## src/rtl/mem_arbiter.sv

```systemverilog
// Two-requester (IFU/LSU) arbiter onto a single memory port; one transaction
// outstanding, round-robin on ties, WAIT-state timeout returning zero data.
module mem_arbiter #(
    parameter int unsigned TIMEOUT = 255
) (
    input  logic        clk,
    input  logic        rst,

    input  logic        ifu_req_valid,
    output logic        ifu_req_ready,
    input  logic [63:0] ifu_req_addr,
    output logic        ifu_resp_valid,
    output logic [63:0] ifu_resp_data,

    input  logic        lsu_req_valid,
    output logic        lsu_req_ready,
    input  logic [63:0] lsu_req_addr,
    input  logic        lsu_req_we,
    input  logic [63:0] lsu_req_wdata,
    input  logic [7:0]  lsu_req_wmask,
    output logic        lsu_resp_valid,
    output logic [63:0] lsu_resp_data,

    output logic        mem_req_valid,
    input  logic        mem_req_ready,
    output logic [63:0] mem_req_addr,
    output logic        mem_req_we,
    output logic [63:0] mem_req_wdata,
    output logic [7:0]  mem_req_wmask,
    input  logic        mem_resp_valid,
    input  logic [63:0] mem_resp_data,

    output logic        busy,
    output logic        timeout_err
);

    localparam int unsigned CW = ($clog2(TIMEOUT + 1) > 8) ? $clog2(TIMEOUT + 1) : 8;

    typedef enum logic [1:0] {
        S_IDLE,
        S_ISSUE,
        S_WAIT,
        S_RESP
    } state_t;

    state_t          state_q, state_d;
    logic            last_lsu_q, last_lsu_d;    // 1: LSU was granted most recently
    logic            owner_lsu_q, owner_lsu_d;
    logic [63:0]     addr_q, addr_d;
    logic            we_q, we_d;
    logic [63:0]     wdata_q, wdata_d;
    logic [7:0]      wmask_q, wmask_d;
    logic [63:0]     rdata_q, rdata_d;
    logic            err_q, err_d;
    logic [CW-1:0]   cnt_q, cnt_d;

    logic            ifu_win;
    logic            lsu_win;

    always_comb begin
        ifu_win = ifu_req_valid & (~lsu_req_valid | last_lsu_q);
        lsu_win = lsu_req_valid & (~ifu_req_valid | ~last_lsu_q);
    end

    always_comb begin
        state_d       = state_q;
        last_lsu_d    = last_lsu_q;
        owner_lsu_d   = owner_lsu_q;
        addr_d        = addr_q;
        we_d          = we_q;
        wdata_d       = wdata_q;
        wmask_d       = wmask_q;
        rdata_d       = rdata_q;
        err_d         = err_q;
        cnt_d         = cnt_q;
        ifu_req_ready = 1'b0;
        lsu_req_ready = 1'b0;

        case (state_q)
            S_IDLE: begin
                ifu_req_ready = ifu_win;
                lsu_req_ready = lsu_win;
                if (ifu_win) begin
                    owner_lsu_d = 1'b0;
                    last_lsu_d  = 1'b0;
                    addr_d      = ifu_req_addr;
                    we_d        = 1'b0;
                    wdata_d     = '0;
                    wmask_d     = '0;
                    state_d     = S_ISSUE;
                end else if (lsu_win) begin
                    owner_lsu_d = 1'b1;
                    last_lsu_d  = 1'b1;
                    addr_d      = lsu_req_addr;
                    we_d        = lsu_req_we;
                    wdata_d     = lsu_req_wdata;
                    wmask_d     = lsu_req_wmask;
                    state_d     = S_ISSUE;
                end
            end
            S_ISSUE: begin
                if (mem_req_ready) begin
                    cnt_d   = '0;
                    state_d = S_WAIT;
                end
            end
            S_WAIT: begin
                // A response on the final counted cycle beats the timeout
                if (mem_resp_valid) begin
                    rdata_d = mem_resp_data;
                    err_d   = 1'b0;
                    state_d = S_RESP;
                end else if (cnt_q == CW'(TIMEOUT - 1)) begin
                    rdata_d = '0;
                    err_d   = 1'b1;
                    state_d = S_RESP;
                end else begin
                    cnt_d = cnt_q + CW'(1);
                end
            end
            S_RESP: begin
                state_d = S_IDLE;
            end
            default: begin
                state_d = S_IDLE;
            end
        endcase
    end

    always_ff @(posedge clk) begin
        if (rst) begin
            state_q     <= S_IDLE;
            last_lsu_q  <= 1'b1;
            owner_lsu_q <= 1'b0;
            addr_q      <= '0;
            we_q        <= 1'b0;
            wdata_q     <= '0;
            wmask_q     <= '0;
            rdata_q     <= '0;
            err_q       <= 1'b0;
            cnt_q       <= '0;
        end else begin
            state_q     <= state_d;
            last_lsu_q  <= last_lsu_d;
            owner_lsu_q <= owner_lsu_d;
            addr_q      <= addr_d;
            we_q        <= we_d;
            wdata_q     <= wdata_d;
            wmask_q     <= wmask_d;
            rdata_q     <= rdata_d;
            err_q       <= err_d;
            cnt_q       <= cnt_d;
        end
    end

    assign mem_req_valid  = (state_q == S_ISSUE);
    assign mem_req_addr   = addr_q;
    assign mem_req_we     = we_q;
    assign mem_req_wdata  = wdata_q;
    assign mem_req_wmask  = wmask_q;

    assign ifu_resp_valid = (state_q == S_RESP) & ~owner_lsu_q;
    assign lsu_resp_valid = (state_q == S_RESP) &  owner_lsu_q;
    assign ifu_resp_data  = ifu_resp_valid ? rdata_q : '0;
    assign lsu_resp_data  = lsu_resp_valid ? rdata_q : '0;

    assign busy           = (state_q != S_IDLE);
    assign timeout_err    = (state_q == S_RESP) & err_q;

endmodule

```

## config.mk

```make
export PLATFORM = sky130hd
export DESIGN_NAME = mem_arbiter
export DESIGN_NICKNAME = d
export VERILOG_FILES = /design/src/rtl/mem_arbiter.sv
export SDC_FILE = /design/constraint.sdc
export NUM_CORES = 1
export LEC_CHECK = 0
export BUFFER_PORTS_ARGS = -buffer_cell sky130_fd_sc_hd__buf_2
export CAP_MARGIN = 15
export CORE_AREA = 2 2 211 213
export DETAILED_ROUTE_END_ITERATION = 8
export DIE_AREA = 0 0 213 215
export GPL_TIMING_DRIVEN = 0
export PLACE_DENSITY_LB_ADDON = 0.15
export SYNTH_ARGS = -nofsm -noshare
export SYNTH_HDL_FRONTEND = slang
export SYNTH_SLANG_ARGS = --single-unit
```

## constraint.sdc

```tcl
create_clock -name clk -period 4.1 [get_ports clk]
set_input_delay 1.025 -clock clk [delete_from_list [all_inputs] [get_ports clk]]
set_output_delay 1.025 -clock clk [all_outputs]
set_load 0.02 [all_outputs]
```

* Word-level counts from Yosys, hierarchy flattened
Cells that the tools add are included.
** Storage, ports and cells
- Output and inout port bits :: 272
- Logic and storage cells :: 68
- Flip-flop bits (word level) :: 214
** Operators by class
- Bitwise logic cells :: 11
- Equal/unequal tests :: 9
- Add/subtract/negate cells :: 1
- Reduce and logical (&&, ||, !) cells :: 9
- Mux-type cells :: 28
** Operators with widths (count)
- $mux W64 :: 8
- $mux W8 :: 5
- $pmux W8 S2 :: 1
- $mux W2 :: 5
- $add A8 B1 Y8 const B :: 1
- $eq A8 B8 Y1 const B :: 1
- $mux W1 :: 8
- $pmux W2 S4 :: 1
- $reduce_bool A2 Y1 :: 4
- $ne A3 B3 Y1 const B :: 2
- $and A1 B1 Y1 :: 5
- $eq A2 B2 Y1 const B :: 2
- $ne A2 B2 Y1 const B :: 2
- $not A1 Y1 :: 4
- $reduce_and A2 Y1 :: 2
- $reduce_and A4 Y1 :: 1
- $reduce_and A3 Y1 :: 1
- $eq A2 B1 Y1 const B :: 1
- $logic_not A2 Y1 :: 1
- $ne A2 B1 Y1 const B :: 1
- $or A1 B1 Y1 :: 2

* Longest topological paths before layout
Gate-level depths: netlist (run 1).
- Word-level depth :: 6
- Mapped depth :: 8

* Worst setup path before layout (run 1)
No wires, ideal clock.
- Path kind :: input port to output port
- Start point :: input port ifu_req_valid
- End point :: output port lsu_req_ready
- Data required time :: 3075 ps
- Path buffers :: 1
- Path slack :: 1369 ps
- Data arrival time :: 1706 ps
- Cell stages on the path :: 2
- Cell sequence :: a211oi_2 -> clkbuf_1
** Between the ends
- Word-level cells in the longest chain between the ends :: 4
** RTL lines
- from (decl) :: RTL line 9 : input logic ifu_req_valid,
- $not A1 Y1 :: RTL line 62 : lsu_win = lsu_req_valid & (~ifu_req_valid | ~last_lsu_q);
- $or A1 B1 Y1 :: RTL line 62
- $and A1 B1 Y1 :: RTL line 62
- $mux W1 :: RTL line 79 : case (state_q)
- to (decl) :: RTL line 16 : output logic lsu_req_ready,
Every way passes these cells.

* Worst setup path in the final report (run 1)
- Start point :: register state_q[0]
- End point :: output port lsu_resp_data[59]
** Between the ends
- Word-level cells in the longest chain between the ends :: 3
** RTL lines
- from (decl) :: RTL line 46 : state_t state_q, state_d;
- from (signal assigned) :: RTL line 143 : state_q <= state_d;
- $eq A2 B2 Y1 :: RTL line 163 : assign lsu_resp_valid = (state_q == S_RESP) & owner_lsu_q;
- $and A1 B1 Y1 :: RTL line 163
- $mux W64 :: RTL line 165 : assign lsu_resp_data = lsu_resp_valid ? rdata_q : '0;
- to (decl) :: RTL line 22 : output logic [63:0] lsu_resp_data,
Every way passes these cells.

==> results of run 1 <==
[worst max path at each step]
stage	slack, ns	to	cells past startpoint
after floorplan	1.37	lsu_req_ready	2
after global placement	0.78	lsu_resp_data[61]	5
after detailed placement	0.78	lsu_resp_data[61]	5
after CTS	0.21	lsu_resp_data[61]	5
after global routing	0.08	lsu_resp_data[61]	5
final	0.31	lsu_resp_data[59]	5
[cells by family after synthesis]
family,Yosys count
flip-flops,214
multiplexers,65
AND/OR/NAND/NOR,298
AO/OA/AOI/OAI,235
buffers and inverters,97
adder cells (fa/ha/maj),7
[final cells by class]
class / count / area [µm²]
Antenna cell: 1 / 2.502
Buffer: 88 / 432.9
Clock buffer: 41 / 807.0
Clock inverter: 6 / 91.34
Fill cell: 4745 / 30470
Inverter: 9 / 33.78
Multi-Input combinational cell: 605 / 4069
Sequential cell: 214 / 4284
Tap cell: 592 / 740.7
Timing Repair Buffer: 542 / 2713
[per-stage QoR]
stage / total power (µW) / util [%] / hold slack, ns / cells
2_1_floorplan: 4462 / - / 0.4512 / 916
3_3_place_gp: 5574 / 28.12 / 0.4729 / 2050
3_5_place_dp: 5582 / 28.12 / 0.4745 / 2050
4_1_cts: 8020 / 30.18 / 0.4914 / 2097
5_1_grt: 8359 / 30.19 / 0.5134 / 2098
6_report: 7881 / 30.19 / 0.4925 / 2098
[synthesized netlist by cell type, types with 2 or more instances]
master / n
o21ai_0: 4
buf_8: 6
nand2b_1: 4
a22o_1: 64
nor2_1: 144
and2_1: 67
nand2_1: 5
a21oi_1: 2
inv_1: 9
and3_1: 66
a31oi_1: 11
o21ai_1: 2
a211o_1: 2
o21a_1: 2
a22oi_1: 73
mux2i_1: 65
ha_1: 7
nand3_1: 4
buf_1: 8
a211oi_1: 65
nor2b_1: 3
nor3_1: 2
buf_4: 6
a211oi_2: 2
clkbuf_1: 58
dfxtp_1: 214
buf_2: 9
[metal layers]
layer  routed length, µm  GRT usage [%]  share of wire, %
met5                   0              0                 0
met1               15150          17.85                40
met2               19400          29.02                51
met4                 644          3.776               1.7
met3                2964          3.858               7.8
[registers in the layout, summed over array words and instances (netlist names), 2 cells and up]
register / flops
rdata_q: 64
mem_req_addr: 64
mem_req_wdata: 64
cnt_q: 8
mem_req_wmask: 8
state_q: 2
[cell usage in the layout (no fill, tap or decap), types with 2 or more instances in the layout]
cell | netlist | routed
a211o_1 | 2 | 2
a211oi_1 | 65 | 65
a211oi_2 | 2 | 2
a21oi_1 | 2 | 2
a22o_1 | 64 | 64
a22oi_1 | 73 | 73
a31oi_1 | 11 | 11
and2_1 | 67 | 67
and3_1 | 66 | 66
buf_1 | 8 | 8
buf_2 | 9 | 551
buf_4 | 6 | 6
buf_8 | 6 | 6
bufinv_16 | 0 | 2
clkbuf_1 | 58 | 63
clkbuf_16 | 0 | 26
clkbuf_8 | 0 | 10
clkinv_2 | 0 | 3
dfxtp_1 | 214 | 214
ha_1 | 7 | 7
inv_1 | 9 | 9
mux2i_1 | 65 | 65
nand2_1 | 5 | 5
nand2b_1 | 4 | 4
nand3_1 | 4 | 4
nor2_1 | 144 | 144
nor2b_1 | 3 | 3
nor3_1 | 2 | 2
o21a_1 | 2 | 2
o21ai_0 | 4 | 4
o21ai_1 | 2 | 2
[power groups by stage]
stage	registers, µW	logic [µW]	clock network (µW)
floorplan	3120	1340	0
global placement	2740	2830	0
detailed placement	2750	2830	0
CTS	2720	2830	2470
global route	2770	3050	2540
finish	2720	2780	2380
==> flow_summary.yaml, run 1 <==
run_status:
  status: "finished clean"
place:
  post-place-ws_ns: 0.7849
  dp_hpwl_um: 30750
  portBuffers: 542
  place_area_mm2: 0.01227
  routabilityCongestion: 0.7933
sta:
  report.final.slew_viol_count: 0
  min_period_over_period_pct: 92.47
  setup_viol: 0
  fmax_mhz: 263.8
  skew_ns: 0.02849
  fin_crit_ns: 3.791
  worst_pin_slew_ns: 1.069
  tns_ns: 0
  slew_headroom_pct: 28.24
  setup_ws_ns: 0.3088
  rsz0062_at_grt: "false"
  hold_violations: 0
final_layout:
  post-route-cell-area_mm2: 0.01317
  final_net_count: 1764
  drive_gt1_share_pct: 40.60
  area_growth_pct: 49.37
global_route:
  grt_pass1_wl_um: 55200
  antenna_found_initial: 1
  grt-ovfl-total: 0
  grt_use_total_pct: 15.69
  grt_pass1_vias: 9075
  grt_max_degree: 14
synthesis:
  synthCells: 916
  synthSimpleGateAreaFrac_pct: 16.94
  muxShareOfSynthArea_pct: 7.377
  synth-compound-area-share_pct: 20.83
  async_flop_share_pct: 0
  avgSynthCellArea_um2: 9.629
  ys_ff_latch: 214
  synthFlopType: "dfxtp_1"
  synth_edf_count: 0
  yosys.area.top_type_share_pct: 48.57
  synth_sequential_area_ratio_pct: 48.57
  syn_nets: 1194
  ys_top_cells_by_area: "dfxtp_1, mux2i_1, a22o_1, a22oi_1, nor2_1"
  yosys_warnings: 0
  synthAdderAreaFrac_pct: 0.9930
  syn-cell-area_mm2: 0.008820
  synth_top_family_by_area: "compound AO/OA/AOI/OAI gates"
  yosys.area.top_type: "dfxtp_1"
  yosys.area_share.xor_xnor_pct: 0
  synth_cell_types: 39
power_and_ir_drop:
  pwr-share-comb_pct: 35.3
  p_seq_share_pct: 34.5
  swShare_pct: 38.18
  power_leakage_uw: 0.006729
  clkPwrFrac_pct: 30.2
  p_switching_uw: 3009
  powerDensity_mw_per_mm2: 598.2
  vdd_drop_max_uv: 247.7
  p_int_uw: 4872
detailed_routing:
  viasPerCell: 4.349
  dr.first_iter.drc_count: 390
  drt-pass1-iter-count: 5
  wirelength_um: 38160
  route.detailed.drc: 0
  avgRoutedWirePerCell_um: 18.19
  num_vias: 9124
  antenna_left: 0
floorplan:
  die_y_um: 215
  io_pins: 543
  die_area_mm2: 0.04580
  core_mm2: 0.04364
  rows: 77
  fp.dieW_um: 213
  start_util_pct: 20.21
critical_path:
  worstReg2RegStart: "state_q[0]"
  crit_family: "buffers and inverters"
  crit_path_start: "state_q[0]"
  crit_fanout: 10
  cp.required_ns: 3.07
  worstPathArrival_ns: 2.77
  path_class: "register to output pin"
  end_kind: "output pin"
  rr_worst_depth: 7
  cp-start-kind: "register"
  crit_path_top_delay_cell: "clkbuf_1"
  ff2ff_setup_slack_ns: 1.81
  cp_num_buf_inv: 3
  cpPeakStageDelay_ns: 0.63
  worstPathCellList: "ha_1, clkbuf_1, clkbuf_1, and3_1, buf_2"
  rr_endpoint: "rdata_q[58]"
  critical_path.most_common_cell: "clkbuf_1"
hold_path:
  hold_start: "rdata_q[12]"
  min_to: "rdata_q[12]"
  holdPathStages: 1
  hp-class: "register to register"
clock_network:
  postCtsSetupRepairBufs: 0
  clock_tree.root_cell: "clkbuf_16"
  cts_tree: "done"
  insertion_delay_ns: 0.55
  cts.path.max_buffers: 3
  cts_num_sinks: 214
  holdBufCountCts: 0
  clkTransAtPathRegs_ns: 0.06
  cts-buffers-inserted: 26
  htree_levels: 1
  ctsResizeCount: 0
flow_run:
  max_cap_violations: 0
(Power assumes the default switching activity.)
==> run 2, diff against run 1 <==
BUFFER_PORTS_ARGS = -buffer_cell sky130_fd_sc_hd__buf_4   (was -buffer_cell sky130_fd_sc_hd__buf_2)
CELL_PAD_IN_SITES_DETAIL_PLACEMENT = 0   (was not set)
CELL_PAD_IN_SITES_GLOBAL_PLACEMENT = 2   (was not set)
CORE_AREA = 2 2 209 211   (was 2 2 211 213)
DIE_AREA = 0 0 211 213   (was 0 0 213 215)
==> flow_summary.yaml, run 2 (synthesized netlist as in run 1, its figures left out) <==
clock_network:
  insertion_delay_ns: 0.55
  cts_num_sinks: 214
  cts-buffers-inserted: 27
  ctsResizeCount: 0
  htree_levels: 1
  clock_tree.root_cell: "clkbuf_16"
  holdBufCountCts: 0
  cts.path.max_buffers: 3
  cts_tree: "done"
  postCtsSetupRepairBufs: 0
  clkTransAtPathRegs_ns: 0.06
floorplan:
  die_y_um: 213
  rows: 76
  start_util_pct: 20.66
  fp.dieW_um: 211
  core_mm2: 0.04270
  io_pins: 543
  die_area_mm2: 0.04494
global_route:
  grt_max_degree: 14
  grt_use_total_pct: 17.08
  antenna_found_initial: 3
  grt_pass1_vias: 8840
  grt-ovfl-total: 0
  grt_pass1_wl_um: 57920
power_and_ir_drop:
  vdd_drop_max_uv: 190.5
  power_leakage_uw: 0.006953
  powerDensity_mw_per_mm2: 562.5
hold_path:
  hp-class: "register to register"
flow_run:
  max_cap_violations: 0
sta:
  rsz0062_at_grt: "false"
  min_period_over_period_pct: 92.16
  setup_viol: 0
  tns_ns: 0
  fmax_mhz: 264.6
  hold_violations: 0
  setup_ws_ns: 0.3213
  skew_ns: 0.02150
  report.final.slew_viol_count: 0
  fin_crit_ns: 3.779
  slew_headroom_pct: 37.55
  worst_pin_slew_ns: 0.9306
place:
  post-place-ws_ns: 0.8321
  portBuffers: 542
  routabilityCongestion: 0.7749
  dp_hpwl_um: 32120
detailed_routing:
  antenna_left: 0
  dr.first_iter.drc_count: 445
  wirelength_um: 40400
  drt-pass1-iter-count: 4
  num_vias: 9013
  viasPerCell: 4.388
  route.detailed.drc: 0
  avgRoutedWirePerCell_um: 19.67
final_layout:
  final_net_count: 1765
  multi_input_area_mm2: 0.004069
  drive_gt1_share_pct: 40.77
  seqCellArea_mm2: 0.004284
  layout_common_cells: "buf_4, dfxtp_1, nor2_1, a22oi_1, and2_1"
  layout_commonest_cell: "buf_4"
  fillCellCount: 4483
  area_growth_pct: 63.83
  final_util_pct: 33.84
critical_path:
  crit_fanout: 10
  worstPathArrival_ns: 2.75
  cp-start-kind: "register"
  end_kind: "output pin"
  path_class: "register to output pin"
  cp.required_ns: 3.07
run_status:
  status: "finished clean"
## run 2: layout make-up
type	instances	share of cell area (%)
sequential	214	29.65
multi-input combinational	605	28.16
timing repair buffer	542	28.16
clock buffer	37	5.421
tap	546	4.728
buffer	88	2.996
clock inverter	11	0.6148
inverter	9	0.2338
antenna	2	0.03464
## run 2: power by group
| group | leakage (µW) | switching [µW] | total (µW) | internal, µW |
|---|---|---|---|---|
| clock | 0.000433 | 969 | 2360 | 1390 |
| sequential | 0.00175 | 236 | 2730 | 2490 |
| combinational | 0.00477 | 1870 | 3040 | 1170 |
| total | 0.00695 | 3080 | 8130 | 5050 |
## run 2: routing by layer
layer | wire length (µm) | up-vias | track usage, %
met1 | 15730 | 4142 | 19.30
met2 | 19790 | 377 | 30.01
li1 | - | 4457 | -
met4 | 637 | 2 | 4.298
met3 | 4226 | 35 | 6.736
met5 | 11 | - | 0
## run 2: metrics by stage
| step | hold slack, ns | total power, µW | instance area [µm²] | std cells |
|---|---|---|---|---|
| 6_report | 0.4849 | 8127 | 14450 | 2054 |
| 5_1_grt | 0.5039 | 8655 | 14450 | 2054 |
| 4_1_cts | 0.4905 | 8279 | 14440 | 2052 |
| 3_5_place_dp | 0.4738 | 5853 | 13570 | 2004 |
| 3_3_place_gp | 0.4691 | 5869 | 13570 | 2004 |
| 2_1_floorplan | 0.4512 | 4462 | 8820 | 916 |
## run 2: worst paths after layout
path | depth (start not counted) | start | endpoint | slack, ns
worst max register to register | 7 | state_q[0] | rdata_q[54] | 1.87
worst max-delay path | 5 | state_q[0] | lsu_resp_data[56] | 0.32
worst min register to register | 1 | rdata_q[25] | rdata_q[25] | 0.48
worst min-delay path | 1 | rdata_q[25] | rdata_q[25] | 0.48
## run 2: worst max-delay path, stage by stage (launching register included)
cell	delay, ns
dfxtp_1	0.39
ha_1	0.33
clkbuf_1	0.47
clkbuf_1	0.59
and3_1	0.27
buf_4	0.15
